[src/rtl/mem_arbiter.sv]
// Owner of the byte-wide RAM/IO port: arbitrates fetch vs load/store, serialises each
// request into byte beats and returns assembled 32-bit data with a one-cycle done pulse.
module mem_arbiter #(
    parameter logic [31:0] IO_BASE = 32'h0003_0000
) (
    input  logic        clk,
    input  logic        rst,
    input  logic        rdy,
    input  logic [7:0]  mem_din,
    output logic [7:0]  mem_dout,
    output logic [31:0] mem_a,
    output logic        mem_wr,
    input  logic        io_buffer_full,
    input  logic        clear,
    input  logic        if_sig,
    input  logic [31:0] if_addr,
    output logic        if_done,
    output logic [31:0] if_data,
    input  logic        ls_sig,
    input  logic        load_or_store,
    input  logic [2:0]  len,
    input  logic [31:0] ls_addr,
    input  logic [31:0] store_val,
    output logic        ls_done,
    output logic [31:0] ls_data
);

    typedef enum logic [1:0] {IDLE, READ, WRITE} state_t;

    state_t      r_state, w_state_next;
    logic        r_owner_ls, w_owner_ls_next;
    logic        r_last_ls, w_last_ls_next;
    logic        r_io, w_io_next;
    logic [31:0] r_base, w_base_next;
    logic [2:0]  r_n, w_n_next;
    logic [2:0]  r_k, w_k_next;
    logic [31:0] r_asm, w_asm_next;
    logic [31:0] r_store, w_store_next;
    logic [31:0] r_mem_a, w_mem_a_next;
    logic [7:0]  r_mem_dout, w_mem_dout_next;
    logic        r_mem_wr, w_mem_wr_next;
    logic        r_if_done, w_if_done_next;
    logic        r_ls_done, w_ls_done_next;
    logic [31:0] r_if_data, w_if_data_next;
    logic [31:0] r_ls_data, w_ls_data_next;

    logic        w_if_req;
    logic        w_grant_ls;
    logic [31:0] w_req_addr;
    logic [2:0]  w_k_inc;
    logic [31:0] w_beat_addr;
    logic [7:0]  w_next_byte;
    logic        w_stall;
    logic        w_ls_is_io;

    // A fetch is never started while the pipeline is being flushed.
    assign w_if_req    = if_sig & ~clear;
    assign w_grant_ls  = ls_sig & (~w_if_req | ~r_last_ls);
    assign w_req_addr  = w_grant_ls ? ls_addr : if_addr;
    assign w_k_inc     = r_k + 3'd1;
    assign w_beat_addr = r_base + {29'd0, w_k_inc};
    assign w_stall     = r_io & io_buffer_full;
    assign w_ls_is_io  = (ls_addr >= IO_BASE);

    always_comb begin
        case (w_k_inc)
            3'd1:    w_next_byte = r_store[15:8];
            3'd2:    w_next_byte = r_store[23:16];
            3'd3:    w_next_byte = r_store[31:24];
            default: w_next_byte = r_store[7:0];
        endcase
    end

    always_comb begin
        w_state_next    = r_state;
        w_owner_ls_next = r_owner_ls;
        w_last_ls_next  = r_last_ls;
        w_io_next       = r_io;
        w_base_next     = r_base;
        w_n_next        = r_n;
        w_k_next        = r_k;
        w_asm_next      = r_asm;
        w_store_next    = r_store;
        w_mem_a_next    = r_mem_a;
        w_mem_dout_next = r_mem_dout;
        w_mem_wr_next   = r_mem_wr;
        w_if_done_next  = 1'b0;
        w_ls_done_next  = 1'b0;
        w_if_data_next  = r_if_data;
        w_ls_data_next  = r_ls_data;

        case (r_state)
            IDLE: begin
                w_mem_wr_next = 1'b0;
                // Skip the cycle a done is visible so the requester can drop its sig.
                if (!(r_if_done | r_ls_done) && (w_if_req || ls_sig)) begin
                    w_owner_ls_next = w_grant_ls;
                    w_last_ls_next  = w_grant_ls;
                    w_base_next     = w_req_addr;
                    w_mem_a_next    = w_req_addr;
                    w_k_next        = 3'd0;
                    w_asm_next      = 32'd0;
                    if (w_grant_ls && load_or_store) begin
                        w_n_next        = len;
                        w_store_next    = store_val;
                        w_io_next       = w_ls_is_io;
                        w_mem_dout_next = store_val[7:0];
                        w_mem_wr_next   = ~(w_ls_is_io & io_buffer_full);
                        w_state_next    = WRITE;
                    end else begin
                        w_n_next     = w_grant_ls ? len : 3'd4;
                        w_state_next = READ;
                    end
                end
            end
            READ: begin
                if (clear) begin
                    w_state_next = IDLE;
                end else begin
                    // Byte k-1 arrives one cycle after its address was driven.
                    for (int b = 0; b < 4; b++) begin
                        if (r_k == 3'(b + 1)) w_asm_next[8*b +: 8] = mem_din;
                    end
                    if (r_k == r_n) begin
                        w_state_next = IDLE;
                        if (r_owner_ls) begin
                            w_ls_done_next = 1'b1;
                            w_ls_data_next = w_asm_next;
                        end else begin
                            w_if_done_next = 1'b1;
                            w_if_data_next = w_asm_next;
                        end
                    end else begin
                        w_k_next = w_k_inc;
                        if (w_k_inc < r_n) w_mem_a_next = w_beat_addr;
                    end
                end
            end
            WRITE: begin
                if (r_mem_wr) begin
                    if (w_k_inc == r_n) begin
                        w_mem_wr_next  = 1'b0;
                        w_ls_done_next = 1'b1;
                        w_state_next   = IDLE;
                    end else begin
                        w_k_next        = w_k_inc;
                        w_mem_a_next    = w_beat_addr;
                        w_mem_dout_next = w_next_byte;
                        w_mem_wr_next   = ~w_stall;
                    end
                end else begin
                    // Stalled beat: address and data are already on the bus.
                    w_mem_wr_next = ~w_stall;
                end
            end
            default: w_state_next = IDLE;
        endcase
    end

    always_ff @(posedge clk) begin
        if (rst) begin
            r_state    <= IDLE;
            r_owner_ls <= 1'b0;
            r_last_ls  <= 1'b0;
            r_io       <= 1'b0;
            r_base     <= 32'd0;
            r_n        <= 3'd0;
            r_k        <= 3'd0;
            r_asm      <= 32'd0;
            r_store    <= 32'd0;
            r_mem_a    <= 32'd0;
            r_mem_dout <= 8'd0;
            r_mem_wr   <= 1'b0;
            r_if_done  <= 1'b0;
            r_ls_done  <= 1'b0;
            r_if_data  <= 32'd0;
            r_ls_data  <= 32'd0;
        end else if (rdy) begin
            r_state    <= w_state_next;
            r_owner_ls <= w_owner_ls_next;
            r_last_ls  <= w_last_ls_next;
            r_io       <= w_io_next;
            r_base     <= w_base_next;
            r_n        <= w_n_next;
            r_k        <= w_k_next;
            r_asm      <= w_asm_next;
            r_store    <= w_store_next;
            r_mem_a    <= w_mem_a_next;
            r_mem_dout <= w_mem_dout_next;
            r_mem_wr   <= w_mem_wr_next;
            r_if_done  <= w_if_done_next;
            r_ls_done  <= w_ls_done_next;
            r_if_data  <= w_if_data_next;
            r_ls_data  <= w_ls_data_next;
        end
    end

    assign mem_a    = r_mem_a;
    assign mem_dout = r_mem_dout;
    assign mem_wr   = r_mem_wr;
    assign if_done  = r_if_done;
    assign if_data  = r_if_data;
    assign ls_done  = r_ls_done;
    assign ls_data  = r_ls_data;

endmodule

[config.mk]
export PLATFORM = sky130hd
export DESIGN_NAME = mem_arbiter
export DESIGN_NICKNAME = d
export VERILOG_FILES = /design/src/rtl/mem_arbiter.sv
export SDC_FILE = /design/constraint.sdc
export NUM_CORES = 1
export LEC_CHECK = 0
export BUFFER_PORTS_ARGS = -buffer_cell sky130_fd_sc_hd__buf_4
export CAP_MARGIN = 40
export CORE_ASPECT_RATIO = 2
export CORE_MARGIN = 5
export CORE_UTILIZATION = 56
export CTS_BUF_LIST = sky130_fd_sc_hd__clkbuf_8
export CTS_CLUSTER_SIZE = 16
export DETAILED_ROUTE_END_ITERATION = 10
export MAX_ROUTING_LAYER = met4
export PLACE_DENSITY = 0.82
export SETUP_SLACK_MARGIN = 0.3
export SLEW_MARGIN = 20
export SYNTH_ARGS = -nofsm -noshare
export SYNTH_HDL_FRONTEND = slang
export SYNTH_SLANG_ARGS = --single-unit
[constraint.sdc]
create_clock -name clk -period 3.71 [get_ports clk]
set_input_delay 0.742 -clock clk [delete_from_list [all_inputs] [get_ports clk]]
set_output_delay 0.742 -clock clk [all_outputs]
set_load 0.03 [all_outputs]
## Word-level counts from Yosys, hierarchy flattened

Cells that the tools add are included.

- Register bits: 213
- Bits of input ports: 115
- Output and inout port bits: 107
- Logic and storage cells: 119

- Add/subtract/negate cells: 2
- $lt $le $gt $ge: 2
- Equal/unequal tests: 20
- Multiplexer cells: 51
- Bitwise logic cells: 11
- Reduce and logical (&&, ||, !) cells: 18

Operator list:

| kind | count |
|---|---|
| 32-bit 2-to-1 mux | 9 |
| 32-bit case mux with 3 select lines | 1 |
| 8-bit 2-to-1 mux | 8 |
| 32-bit case mux with 2 select lines | 1 |
| 32-bit by 3-bit adder with 32-bit output | 1 |
| 32-bit by 18-bit greater-or-equal comparator with 1-bit output (second input constant) | 1 |
| 8-bit case mux with 3 select lines | 1 |
| 3-bit 2-to-1 mux | 7 |
| 2-bit inequality test (second input constant) | 8 |
| 8-bit case mux with 2 select lines | 1 |
| 5-bit AND reduction | 3 |
| 1-bit 2-to-1 mux | 13 |
| 3-bit by 2-bit == test with 1-bit output (second input constant) | 4 |
| 2-bit 2-to-1 mux | 6 |
| 3-bit case mux with 3 select lines | 1 |
| 4-bit AND reduction | 2 |
| 8-bit AND reduction | 1 |
| 7-bit AND reduction | 1 |
| 3-bit by 1-bit == test with 1-bit output (second input constant) | 2 |
| 3-bit == test | 2 |
| 2-bit case mux with 3 select lines | 1 |
| 6-bit AND reduction | 1 |
| 1-bit inverter | 5 |
| 1-bit AND | 4 |
| 16 further kinds | 20 |

## Longest topological paths before layout

- Depth after elaboration: 9
- Mapped depth: 11
- Gate-level depth less buffers: 9

## Worst setup path after synthesis

OpenSTA, ideal clock, no wires.

- Path kind: reg2reg
- From: reg r_k[0]
- To: reg r_mem_a[20] (netlist: mem_a[20])
- Setup time: 0.117 ns
- Arrival: 2.622 ns
- Data required time: 3.593 ns
- Path slack: 0.971 ns
- Cell stages (with the launch flop): 10
- Buffers on the path: 1
- Period minus slack after synthesis: 2.739 ns
- Path through: dfxtp_1 > ha_1 > ha_1 > clkinv_1 > ha_1 > nor2b_1 > o211ai_1 > buf_2 > o41a_1 > a32o_1

- Word-level cells in the longest chain between the ends: 6
- Elaborated cells between the ends (all ways): 15
- Classes of those cells: add/sub: 2; order compare: 1; eq/ne: 5; mux: 6; reduce/logical: 1

RTL lines:

| item | line | source |
|---|---|---|
| from (decl) | 36 | `logic [2:0] r_k, w_k_next;` |
| from (signal assigned) | 185 | `r_k <= w_k_next;` |
| 3-bit by 1-bit adder with 3-bit output | 60 | `assign w_k_inc = r_k + 3'd1;` |
| 32-bit by 3-bit adder with 32-bit output | 61 | `assign w_beat_addr = r_base + {29'd0, w_k_inc};` |
| 32-bit 2-to-1 mux | 135 | `if (w_k_inc < r_n) w_mem_a_next = w_beat_addr;` |
| 32-bit 2-to-1 mux | 124 | `if (r_k == r_n) begin` |
| 32-bit 2-to-1 mux | 117 | `if (clear) begin` |
| 32-bit case mux with 3 select lines | 92 | `case (r_state)` |
| to (signal assigned) | 188 | `r_mem_a <= w_mem_a_next;` |
| to (decl) | 39 | `logic [31:0] r_mem_a, w_mem_a_next;` |

Several ways; a longest one is shown, not always the timed one. The select of a mux whose other input is x is not followed.
A chain may end at the register's enable or synchronous reset.

## Final worst setup path

- From: reg r_k[0]
- To: reg r_mem_a[30] (netlist: mem_a[30])

Same word-level chain as after synthesis.

==> metrics.md <==
| Metric | Value |
|---|---|
| Rows | `69` |
| Total iterations of the first detailed-routing run | `6` |
| Clock sinks | `213` |
| WP data required | `4.16 ns` |
| Power Internal | `0.00385 W` |
| Final Cell Area | `12400 um^2` |
| Element type at the critical path end | `flip-flop` |
| Post-DP HPWL | `22.9 mm` |
| Net Sw Power | `0.00154 W` |
| Mapped Area | `10000 um^2` |
| Routed WL per cell | `19.6 um` |
| Final setup TNS | `0 ns` |
| Die area | `20800 um^2` |
| Post-route ant nets | `0` |
| Initial Util | `0.566` |
| Hold Vio Cnt, Final | `0` |
| First-pass GRT wire length | `47.3 mm` |
| Post-CTS sizing | `0` |
| DR DRC count | `0` |
| Clk slew on worst S/H paths | `0.07 ns` |
| Count of different cell masters after synthesis | `73` |
| Cells on worst reg2reg path | `9` |
| Period minus WS final | `3.17 ns` |
| Worst hold path depth | `3` |
| Power share of the sequential group | `0.463` |
| Leak | `4.79 nW` |
| Max VDD drop | `347 uV` |
| Slew Viols, Final | `0` |
| Iteration-0 DRC count of the detailed router | `542` |
| Max clock buf depth | `3` |
| Filler cells | `1477` |
| CP Max Fanout | `6` |
| Cell area power density | `437 nW/um^2` |
| Status | `finished, final reports clean` |
| Port Buffers | `221` |
| Relative slew slack | `0.498` |
| Worst skew pair latency | `0.56 ns` |
| Post-synthesis async set-or-reset flop share | `0` |
| Data arrival, critical path | `3.62 ns` |
| Post-route clock period utilization | `0.856` |
| Largest net degree at the start of global routing | `91` |
| RSZ-0062 raised after global routing | `false` |
| H-tree depth | `1` |
| DP Area | `11700 um^2` |
| Final WL | `30.5 mm` |
| Seq/Total Area, Yosys | `0.425` |
| Post-synthesis sequential element count | `213` |
| Yosys top cell area share | `0.425` |
| Yosys top cell by area | `dfxtp_1` |
| MaxCap Viol Count | `0` |
| Clock share of power | `0.362` |
| Synth Instances | `1142` |
| Mapped Nets | `1274` |
| Most frequent cells after synthesis | `dfxtp_1, nor2_1, nand2_1` |
| Yosys warnings | `0` |
| Detailed-route via count | `9548` |
| # IOs | `222` |
| Comb pwr share | `0.175` |
| Total power | `0.00539 W` |
| GRT Overall Usage | `0.286` |
| CTS Root Buffer Type | `clkbuf_8` |
| RD Place Congestion | `0.949` |
| Die Wd | `105 um` |
| Vias in the first global route | `9276` |
| Worst slew pin tran | `0.751 ns` |
| Critical path launch point type | `flip-flop` |
| CTS tree | `done` |
| CTS Buf Count | `29` |
| Die Y | `199 um` |
| Postcts setup bufs | `0` |
| Via density | `6.15` |
| Critical path class | `flip-flop to flip-flop` |
| Sw frac | `0.286` |
| Grt ovf | `0` |
| Hold-fix buffers at CTS | `0` |
| EDFF count, synth | `0` |
| Mean area per synthesized cell | `8.78 um^2` |
| Fmax | `315 MHz` |
| Initial antenna violation count | `0` |
| Max Clock Skew | `0.0188 ns` |
| Most numerous cell in the Yosys netlist | `dfxtp_1` |
| Largest cells by area after synthesis | `dfxtp_1, a211oi_1, nor2_1, mux2i_1, nand2_1` |
| Ys flop type | `dfxtp_1` |
| Fin util | `0.698` |
| Core ar. | `17700 um^2` |
| Fin nets | `1450` |
| Area grow syn2layout | `23.3%` |
| Hold Path Class | `input port to flip-flop` |
| Layout cells sized above 1 | `0.234` |
| Final setup fails | `0` |
| N_diodes | `0` |
-- power by group through the flow --
stage / combinational, W / sequential, W / clock, W
2_1_floorplan: 0.000492 / 0.00263 / 0
3_3_place_gp: 0.000922 / 0.00254 / 0
3_5_place_dp: 0.000941 / 0.00254 / 0
4_1_cts: 0.000942 / 0.00249 / 0.00198
5_1_grt: 0.00102 / 0.00251 / 0.00207
6_report: 0.000943 / 0.00250 / 0.00195
-- layer usage --
metal / wire (um) / GRT usage / part of all wire / up-vias
met5: 0 / - / 0 / -
met4: 1940 / 0.165 / 0.064 / 0
met3: 1670 / 0.0301 / 0.055 / 115
met2: 16900 / 0.546 / 0.56 / 388
met1: 9940 / 0.274 / 0.33 / 4473
li1: - / - / - / 4572
-- critical path, stage by stage (launching register included) --
cell and delay [ns]:
dfxtp_1 0.37, ha_1 0.22, ha_1 0.33, clkinv_1 0.16, ha_1 0.39, nor2b_1 0.34
o2111ai_1 0.38, nor2_1 0.27, mux2_2 0.36, a32o_1 0.23
-- cell families (layout without fill, tap and decap cells) --
logic type / after synthesis / count (layout) / share of synthesized area
DFF: 213 / 213 / 0.425
and+or+nand+nor: 400 / 400 / 0.184
adders and majority gates: 17 / 17 / 0.0220
AOI/OAI and AO/OA: 317 / 317 / 0.238
xor gates and xnor gates: 10 / 10 / 0.0114
buffers and inverters: 121 / 319 / 0.0543
muxes: 64 / 64 / 0.0645
-- final cells by class --
| type | instances | area (um^2) | area share |
|---|---|---|---|
| clock buffers | 36 | 495 | 0.0401 |
| clock inverters | 17 | 151 | 0.0123 |
| inverters | 21 | 78.8 | 0.00638 |
| multi-input cells | 808 | 5230 | 0.423 |
| flip-flops and latches | 213 | 4260 | 0.345 |
| well taps | 213 | 267 | 0.0216 |
| repair buffers | 245 | 1880 | 0.152 |
-- placed cells by master (no fill, tap or decap), types with 11 or more instances in the layout --
cell,netlist,final
a32oi_1,32,32
nand2_1,111,111
o2111ai_1,11,11
dfxtp_1,213,213
o211ai_1,11,11
inv_1,19,28
a21oi_1,67,67
a32o_1,16,16
and3_1,19,19
buf_4,2,242
a211oi_1,97,97
ha_1,16,16
nor2_1,163,163
nand3_1,27,27
mux2i_1,59,59
nor3_1,15,15
a211o_1,17,17
o21ai_0,20,20
clkbuf_8,0,36
-- path summary, 6_finish.rpt --
kind | start | to | slack, ns
worst min-delay path | store_val[30] | r_store[30] | 0.43
worst min register to register | r_store[13] | r_store[13] | 0.46
worst max-delay path | r_k[0] | mem_a[30] | 0.54
worst max register to register | r_k[0] | mem_a[30] | 0.54
-- registers in the layout, summed over array words and instances (netlist names), 2 cells and up --
register and cells:
if_data 32, ls_data 32, mem_a 32, r_asm 32, r_base 32, r_store 32, mem_dout 8, r_k 3
r_n 3, r_state 2
-- stage by stage --
step	instances	setup slack, ns	hold WS, ns
after floorplan	1142	0.971	0.436
after global placement	1498	0.609	0.443
after detailed placement	1500	0.630	0.447
after global routing	1553	0.379	0.428
after CTS	1553	0.559	0.403
final	1553	0.535	0.427
No activity file was read; power rests on OpenSTA's default activity.
